## src/rtl/clock_sync_multi_if.sv

```systemverilog
// Bus-side signals of clock_sync_multi: the async MCCLK and strobe pins with their
// per-channel configuration, and the SYSCLK-domain results handed to the bus state machine.
interface clock_sync_multi_if #(
    parameter int NUM_IN   = 4,
    parameter int DELAY_W  = 5,
    parameter int PERIOD_W = 6
);
    logic                      MCCLK;
    logic [NUM_IN-1:0]         IN;
    logic [NUM_IN*DELAY_W-1:0] DELAY;
    logic [NUM_IN*2-1:0]       MODE;
    logic                      MCCLK_FALLING;
    logic                      MCCLK_RISING;
    logic [PERIOD_W-1:0]       MC_PHASE;
    logic [PERIOD_W-1:0]       MC_PERIOD;
    logic                      PERIOD_VALID;
    logic [NUM_IN-1:0]         LEVEL;
    logic [NUM_IN-1:0]         EVENT;

    modport master (
        output MCCLK, IN, DELAY, MODE,
        input  MCCLK_FALLING, MCCLK_RISING, MC_PHASE, MC_PERIOD, PERIOD_VALID, LEVEL, EVENT
    );

    modport slave (
        input  MCCLK, IN, DELAY, MODE,
        output MCCLK_FALLING, MCCLK_RISING, MC_PHASE, MC_PERIOD, PERIOD_VALID, LEVEL, EVENT
    );
endinterface

```

## src/rtl/clock_sync_multi.sv

```systemverilog
// Brings MCCLK and NUM_IN active-low bus strobes into the SYSCLK domain (falling-edge logic),
// measures the MCCLK period/phase and delays each strobe through a programmable tap.
module clock_sync_multi #(
    parameter int SYNC_STAGES = 2,
    parameter int NUM_IN      = 4,
    parameter int DEPTH       = 32,
    parameter int DELAY_W     = 5,
    parameter int PERIOD_W    = 6
) (
    input  logic              SYSCLK,
    input  logic              nRESET,
    clock_sync_multi_if.slave bus
);
    localparam logic [PERIOD_W-1:0] PHASE_MAX = '1;
    localparam logic [DELAY_W-1:0]  TAP_MAX   = DELAY_W'(DEPTH - 1);

    // MCCLK chain carries one extra history stage beyond the synchroniser for edge detection
    logic [SYNC_STAGES:0]   mc_sync_q, mc_sync_d;
    logic                   mc_fall_q, mc_fall_d;
    logic                   mc_rise_q, mc_rise_d;
    logic [PERIOD_W-1:0]    phase_q, phase_d;
    logic [PERIOD_W-1:0]    period_q, period_d;
    logic [PERIOD_W:0]      period_sum;
    logic                   valid_q, valid_d;
    logic                   seen_q, seen_d;

    logic [SYNC_STAGES-1:0] in_sync_q [NUM_IN];
    logic [SYNC_STAGES-1:0] in_sync_d [NUM_IN];
    logic [DEPTH-2:0]       dl_q      [NUM_IN];
    logic [DEPTH-2:0]       dl_d      [NUM_IN];
    logic [DELAY_W-1:0]     dsel_q    [NUM_IN];
    logic [DELAY_W-1:0]     dsel_d    [NUM_IN];
    logic [NUM_IN-1:0]      level_q, level_d;
    logic [NUM_IN-1:0]      event_q, event_d;

    logic [DELAY_W-1:0]     dly_raw   [NUM_IN];
    logic                   tap_val   [NUM_IN];

    for (genvar c = 0; c < NUM_IN; c++) begin : g_tap
        logic [DEPTH-1:0]   line;
        logic [DELAY_W-1:0] sel;
        assign dly_raw[c] = bus.DELAY[c*DELAY_W +: DELAY_W];
        assign sel        = (32'(dly_raw[c]) >= 32'(DEPTH)) ? TAP_MAX : dly_raw[c];
        // Tap 0 is the synchroniser output, tap k is k cycles behind it
        assign line       = {dl_q[c], in_sync_q[c][SYNC_STAGES-1]};
        assign tap_val[c] = line[sel];
    end

    always_comb begin
        mc_sync_d  = {mc_sync_q[SYNC_STAGES-1:0], bus.MCCLK};
        mc_fall_d  =  mc_sync_q[SYNC_STAGES] & ~mc_sync_q[SYNC_STAGES-1];
        mc_rise_d  = ~mc_sync_q[SYNC_STAGES] &  mc_sync_q[SYNC_STAGES-1];
        period_sum = {1'b0, phase_q} + (PERIOD_W+1)'(1);
        phase_d    = phase_q;
        period_d   = period_q;
        valid_d    = valid_q;
        seen_d     = seen_q;
        if (mc_fall_d) begin
            phase_d = '0;
            if (seen_q) begin
                period_d = period_sum[PERIOD_W] ? PHASE_MAX : period_sum[PERIOD_W-1:0];
            end
            valid_d = seen_q && (phase_q != PHASE_MAX);
            seen_d  = 1'b1;
        end else begin
            if (phase_q != PHASE_MAX) begin
                phase_d = phase_q + PERIOD_W'(1);
            end
            // A stalled MCCLK invalidates the measurement as soon as the phase saturates
            if (phase_d == PHASE_MAX) begin
                valid_d = 1'b0;
            end
        end
    end

    always_comb begin
        in_sync_d = in_sync_q;
        dl_d      = dl_q;
        dsel_d    = dsel_q;
        level_d   = level_q;
        event_d   = '0;
        for (int c = 0; c < NUM_IN; c++) begin
            in_sync_d[c] = {in_sync_q[c][SYNC_STAGES-2:0], bus.IN[c]};
            dl_d[c]      = {dl_q[c][DEPTH-3:0], in_sync_q[c][SYNC_STAGES-1]};
            dsel_d[c]    = dly_raw[c];
            level_d[c]   = tap_val[c];
            // A tap switch reloads LEVEL silently; only real edges on a stable tap raise EVENT
            if (dly_raw[c] == dsel_q[c]) begin
                event_d[c] = (level_q[c] & ~level_d[c] & bus.MODE[2*c]) |
                             (~level_q[c] & level_d[c] & bus.MODE[2*c+1]);
            end
        end
    end

    always_ff @(negedge SYSCLK or negedge nRESET) begin
        if (!nRESET) begin
            mc_sync_q <= '0;
            mc_fall_q <= 1'b0;
            mc_rise_q <= 1'b0;
            phase_q   <= '0;
            period_q  <= '0;
            valid_q   <= 1'b0;
            seen_q    <= 1'b0;
            in_sync_q <= '{default: '1};
            dl_q      <= '{default: '1};
            dsel_q    <= '{default: '0};
            level_q   <= '1;
            event_q   <= '0;
        end else begin
            mc_sync_q <= mc_sync_d;
            mc_fall_q <= mc_fall_d;
            mc_rise_q <= mc_rise_d;
            phase_q   <= phase_d;
            period_q  <= period_d;
            valid_q   <= valid_d;
            seen_q    <= seen_d;
            in_sync_q <= in_sync_d;
            dl_q      <= dl_d;
            dsel_q    <= dsel_d;
            level_q   <= level_d;
            event_q   <= event_d;
        end
    end

    assign bus.MCCLK_FALLING = mc_fall_q;
    assign bus.MCCLK_RISING  = mc_rise_q;
    assign bus.MC_PHASE      = phase_q;
    assign bus.MC_PERIOD     = period_q;
    assign bus.PERIOD_VALID  = valid_q;
    assign bus.LEVEL         = level_q;
    assign bus.EVENT         = event_q;
endmodule

```

## src/flat_wrapper.sv

```systemverilog
// flat-port wrapper written by rule: the top's interface ports become plain ports
module clock_sync_multi_flat 
#(
    parameter int SYNC_STAGES = 2,
    parameter int NUM_IN      = 4,
    parameter int DEPTH       = 32,
    parameter int DELAY_W     = 5,
    parameter int PERIOD_W    = 6
)
  (SYSCLK, nRESET, bus_MCCLK, bus_IN, bus_DELAY, bus_MODE, bus_MCCLK_FALLING, bus_MCCLK_RISING, bus_MC_PHASE, bus_MC_PERIOD, bus_PERIOD_VALID, bus_LEVEL, bus_EVENT);
  clock_sync_multi_if #(.NUM_IN(NUM_IN), .DELAY_W(DELAY_W), .PERIOD_W(PERIOD_W)) bus_i ();
  input  logic SYSCLK;
  input  logic nRESET;
  input wire logic [$bits(bus_i.MCCLK)-1:0] bus_MCCLK;
  input wire logic [$bits(bus_i.IN)-1:0] bus_IN;
  input wire logic [$bits(bus_i.DELAY)-1:0] bus_DELAY;
  input wire logic [$bits(bus_i.MODE)-1:0] bus_MODE;
  output wire logic [$bits(bus_i.MCCLK_FALLING)-1:0] bus_MCCLK_FALLING;
  output wire logic [$bits(bus_i.MCCLK_RISING)-1:0] bus_MCCLK_RISING;
  output wire logic [$bits(bus_i.MC_PHASE)-1:0] bus_MC_PHASE;
  output wire logic [$bits(bus_i.MC_PERIOD)-1:0] bus_MC_PERIOD;
  output wire logic [$bits(bus_i.PERIOD_VALID)-1:0] bus_PERIOD_VALID;
  output wire logic [$bits(bus_i.LEVEL)-1:0] bus_LEVEL;
  output wire logic [$bits(bus_i.EVENT)-1:0] bus_EVENT;
  assign bus_i.MCCLK = bus_MCCLK;
  assign bus_i.IN = bus_IN;
  assign bus_i.DELAY = bus_DELAY;
  assign bus_i.MODE = bus_MODE;
  assign bus_MCCLK_FALLING = bus_i.MCCLK_FALLING;
  assign bus_MCCLK_RISING = bus_i.MCCLK_RISING;
  assign bus_MC_PHASE = bus_i.MC_PHASE;
  assign bus_MC_PERIOD = bus_i.MC_PERIOD;
  assign bus_PERIOD_VALID = bus_i.PERIOD_VALID;
  assign bus_LEVEL = bus_i.LEVEL;
  assign bus_EVENT = bus_i.EVENT;
  clock_sync_multi #(.SYNC_STAGES(SYNC_STAGES), .NUM_IN(NUM_IN), .DEPTH(DEPTH), .DELAY_W(DELAY_W), .PERIOD_W(PERIOD_W)) u_core (.SYSCLK(SYSCLK), .nRESET(nRESET), .bus(bus_i));
endmodule
```

## config.mk

```make
export PLATFORM = sky130hd
export DESIGN_NAME = clock_sync_multi_flat
export DESIGN_NICKNAME = d
export VERILOG_FILES = /design/src/rtl/clock_sync_multi_if.sv /design/src/rtl/clock_sync_multi.sv /design/src/flat_wrapper.sv
export SDC_FILE = /design/constraint.sdc
export NUM_CORES = 1
export LEC_CHECK = 0
export CAP_MARGIN = 40
export CORE_ASPECT_RATIO = 0.5
export CORE_MARGIN = 2
export CORE_UTILIZATION = 50
export DETAILED_ROUTE_END_ITERATION = 8
export PLACE_DENSITY = 0.8
export SETUP_SLACK_MARGIN = 0.1
export SYNTH_ARGS = -nofsm -noshare
export SYNTH_HDL_FRONTEND = slang
export SYNTH_SLANG_ARGS = --single-unit
```

## constraint.sdc

```tcl
create_clock -name SYSCLK -period 5.9 [get_ports SYSCLK]
set_input_delay 1.18 -clock SYSCLK [delete_from_list [all_inputs] [get_ports SYSCLK]]
set_output_delay 1.18 -clock SYSCLK [all_outputs]
set_load 0.05 [all_outputs]
```

======== Word level (Yosys, flattened, before mapping) ========
Index checks and enable logic that the tools add are counted.
word-level totals
  bits of input ports ..................... 35
  flip-flop bits (word level) ............. 179
  output and inout port bits .............. 23
  logic and storage cells ................. 86
cells by class
  bitwise logic cells ..................... 32
  reduce and logical (&&, ||, !) cells .... 3
  add/sub/neg operators ................... 2
  $lt $le $gt $ge ......................... 4
  eq/ne operators ......................... 6
  multiplexer cells ....................... 18
operators by type and width
  kind                                                                   number
  5-bit by 6-bit < comparator with 1-bit output (second input constant)  4
  6-bit two-way mux                                                      4
  1-bit binary-select mux with 5-bit select                              4
  5-bit == test                                                          4
  1-bit bitwise AND                                                      18
  1-bit two-way mux                                                      10
  1-bit inverter                                                         10
  6-bit by 1-bit adder with 7-bit output (second input constant)         1
  6-bit by 1-bit adder with 6-bit output (second input constant)         1
  6-bit == test (second input constant)                                  1
  6-bit != test (second input constant)                                  1
  1-bit bitwise OR                                                       4
  2-bit AND reduction                                                    1
  2-bit nonzero test                                                     1
  1-bit logical AND                                                      1

======== Longest topological paths before layout ========
  depth in word-level cells ............... 7
  gate-level depth with buffers ........... 8

==> results by group <==
Run status
  – Status: finished, final reports clean

Synth
  – Mapped Cells: 434
  – Avg Cell Area, Syn: approximately 15 µm²
  – Yosys warnings: 0
  – Synth unique cells: 39
  – Primary FF master, synth: dfstp_2
  – Largest area contributor in the netlist: dfstp_2
  – Synth Register Bits: 179
  – Async SR Flop Fraction: 100.0%
  – Dominant cells by area after synthesis: dfstp_2 55%, dfrtn_1 17%, mux2i_1 10%, xnor2_1 1.8%, nand2_1 1.4%
  – Sequential fraction of the synthesis area: 71.65%
  – Synth Cell Area: 6489 µm²
  – Synth Net Count: 470
  – Yosys top cell area share: around 55%
  – Post-synth EDFFs: 0
  – Post-synth top cells: 136 x dfstp_2, 67 x mux2i_1, 43 x dfrtn_1
  – Most common cell in the netlist: dfstp_2

Placed design
  – Placer Congestion: between 0.8 and 0.9
  – PortBufs: 57
  – Placed cells: approximately 700
  – Placed cell area: 7545 µm²
  – HPWL after DPL: roughly 7900 µm

CTS
  – CTS tree: yes
  – CTS buffer count: 17
  – Cts-stage hold buffer count: 0
  – Clock sink count: 179
  – Clock root cell: clkbuf_16
  – Clock buffer depth: 2
  – Clock slew seen by the registers of the worst setup and hold paths: 0.06 ns
  – H-Tree Depth: 4
  – Clk_lat worst skew: 0.47 ns

Timing
  – Slew @ Worst Pin: about 0.71 ns
  – Setup TNS: 0 ns
  – Final Hold Fails: 0
  – Final Max Slew Viols: 0
  – Final Setup Violations: 0
  – RSZ-0062 raised after global routing: no
  – Worst hold slack: between 0.3 and 0.4 ns
  – Skew final: 0.08007 ns
  – Slew Limit Headroom: a little over half

Finish
  – Area grow syn2layout: 32.61%
  – Antenna diodes: 0
  – Finished Layout Cells: ~850
  – Fill count: 835
  – Share of layout cells above drive strength 1: between 20 and 30%
  – Fin area: between 8000 and 9000 µm²
  – Nets@finish: 705
  – Post-layout util: 67.95%

Worst hold path
  – Hold Crit Class: flip-flop to flip-flop
  – Min-Delay Startpoint: u_core.dl_d[21]$_DFF_NN1_
  – Hold Crit Endpoint: u_core.dl_d[22]$_DFF_NN1_
  – Hold depth: 0

Worst setup path
  – Critical path's top delay family: buffers and inverters
  – Crit-path max FO: 2
  – CP startpoint kind: flip-flop
  – CP Class: flip-flop to primary output
  – R2R depth: 7
  – Cell Chain, Critical Path: clkdlybuf4s50_1
  – Worst Path Buf+Inv: 1
  – CP max stage delay: 0.80 ns
  – CP Capture Type: primary output
  – Reg2reg end: u_core.bus.PERIOD_VALID$_DFFE_NN0P_
  – Crit path DAT: 4.58 ns
  – R2r setup slk: 3.75 ns
  – CP required: 4.72 ns
  – Slowest-stage cell, CP: clkdlybuf4s50_1
  – Reg2reg start: u_core.bus.MC_PHASE[0]$_DFF_NN0_

Drt
  – Aggregate routed wire length: 13050 µm
  – DRT iter0 DRCs: 306
  – Avg WL per Cell: around 15 µm
  – Post-DRT Antenna Nets: 0
  – Via count: 4337
  – Drt drc: 0
  – DR vias/cell: 5.090
  – Drt pass-1 iters: 5

Global route
  – Routing usage on met3: around 6.3%
  – M2 GR Usage: between 30 and 40%
  – GR Layer Usage met1: 28.13%
  – Vias in the first global route: 4669
  – Initial antenna violation count: 0
  – Pin count of the biggest net entering global routing: 48
  – First-pass GRT wire length: around 22000 µm
  – GRT Overall Usage: 20.95%
  – GRT overflow: 0
  – GR peak layer: met2

Power
  – Psw: approximately 0.0010 W
  – Clock share of power: 45.1%
  – Peak VDD IR: 0.0002513 V
  – Power share of the combinational group: 11.3%
  – Int Power: 0.002215 W
  – Seq pwr share: 43.6%
  – Pwr dens: 377.3 nW/µm²
  – Total leakage power: 4.163 nW
  – Sw Share: about a third

Floorplanning
  – Num ports: 58
  – Die Span Y: 84.56 µm
  – Die width: 165.1 µm
  – Std cell rows: 29
  – Core box area: 12660 µm²
  – Initial core utilization: between 50% and 60%
  – Die area: 13960 µm²

Flow run
  – Max Cap Viol: 0
power by group through the flow:
stage	Sequential [W]	Combinational (W)	Clock, W
2_1_floorplan	0.00151	0.000124	0.000140
3_3_place_gp	0.00142	0.000369	0.000140
3_5_place_dp	0.00143	0.000377	0.000140
4_1_cts	0.00141	0.000371	0.00150
5_1_grt	0.00142	0.000398	0.00165
6_report	0.00141	0.000368	0.00146
routing by layer:
| layer | wire (µm) | part of all wire (%) | up-vias |
|---|---|---|---|
| met1 | 6080 | 47 | 2181 |
| li1 | - | - | 2012 |
| met3 | 539 | 4.1 | 29 |
| met4 | 235 | 1.8 | 0 |
| met5 | 0 | 0 | - |
| met2 | 6198 | 47 | 115 |
logic make-up (layout without fill, tap and decap cells):
family | count (synthesis) | after routing | share of synthesized area (%)
compound gates | 49 | 49 | 5.264
xor+xnor | 22 | 22 | 2.970
fa+ha+maj | 1 | 1 | 0.1928
buf+inv | 12 | 260 | 1.022
flops | 179 | 179 | 71.65
mux | 69 | 69 | 10.74
simple gates | 102 | 102 | 8.157
flip-flops by register name (all words and copies together), names as in the netlist:
signal	count
u_core.dl_d	124
u_core.in_sync_d	4
u_core.bus.MC_PHASE	6
u_core.bus.PERIOD_VALID	1
u_core.seen_q	1
u_core.bus.MC_PERIOD	6
u_core.bus.LEVEL	4
u_core.mc_sync_q	3
u_core.bus.MCCLK_FALLING	1
u_core.bus.EVENT	4
u_core.bus.MCCLK_RISING	1
u_core.dsel_q	20
u_core.dl_q	4
how the worst max path moves through the flow:
stage	from	endpoint	slack (ns)	cells past startpoint
floorplan	bus_DELAY[1]	u_core.bus.EVENT[0]$_DFF_NN0_	0.29	7
global placement	bus_DELAY[1]	u_core.bus.EVENT[0]$_DFF_NN0_	-0.27	7
detailed placement	bus_DELAY[1]	u_core.bus.EVENT[0]$_DFF_NN0_	-0.39	7
CTS	u_core.bus.MC_PERIOD[4]$_DFFE_NN0P_	bus_MC_PERIOD[4]	0.12	1
global route	u_core.bus.PERIOD_VALID$_DFFE_NN0P_	bus_PERIOD_VALID	0.10	1
finish	u_core.bus.PERIOD_VALID$_DFFE_NN0P_	bus_PERIOD_VALID	0.14	1
area by class of cell:
class,instances,area [µm²],share of cell area [%]
Clock buffer,20,457.9,5.322
Clock inverter,148,610.6,7.096
Inverter,1,3.754,0.04362
Multi-Input combinational cell,243,1774,20.62
Sequential cell,179,4649,54.04
Tap cell,170,212.7,2.472
Timing Repair Buffer,91,895.9,10.41
repair_timing:
action                     CTS  global route
gates resized for setup     12             1
setup endpoints to repair   10             1
setup buffers                0             0
layout by cell type, fill, tap and decap left out, drive strengths merged, types with 9 or more instances in the layout:
master	instances
xor2	9
mux2i	67
buf	35
dfrtn	43
inv	139
a22oi	10
nor2	14
clkdlybuf4s50	45
dlygate4sd2	10
dfstp	136
clkbuf	20
nand3	13
xnor2	13
nor2b	13
a21oi	13
and3	10
nand2	25
through the flow:
stage	power (W)	setup WS, ns
3_3_place_gp	0.001931	-0.2722
2_1_floorplan	0.001772	0.2873
6_report	0.003247	0.1445
4_1_cts	0.003286	0.1224
5_1_grt	0.003467	0.1020
3_5_place_dp	0.001944	-0.3879
Power figures use the tool's default switching activity.
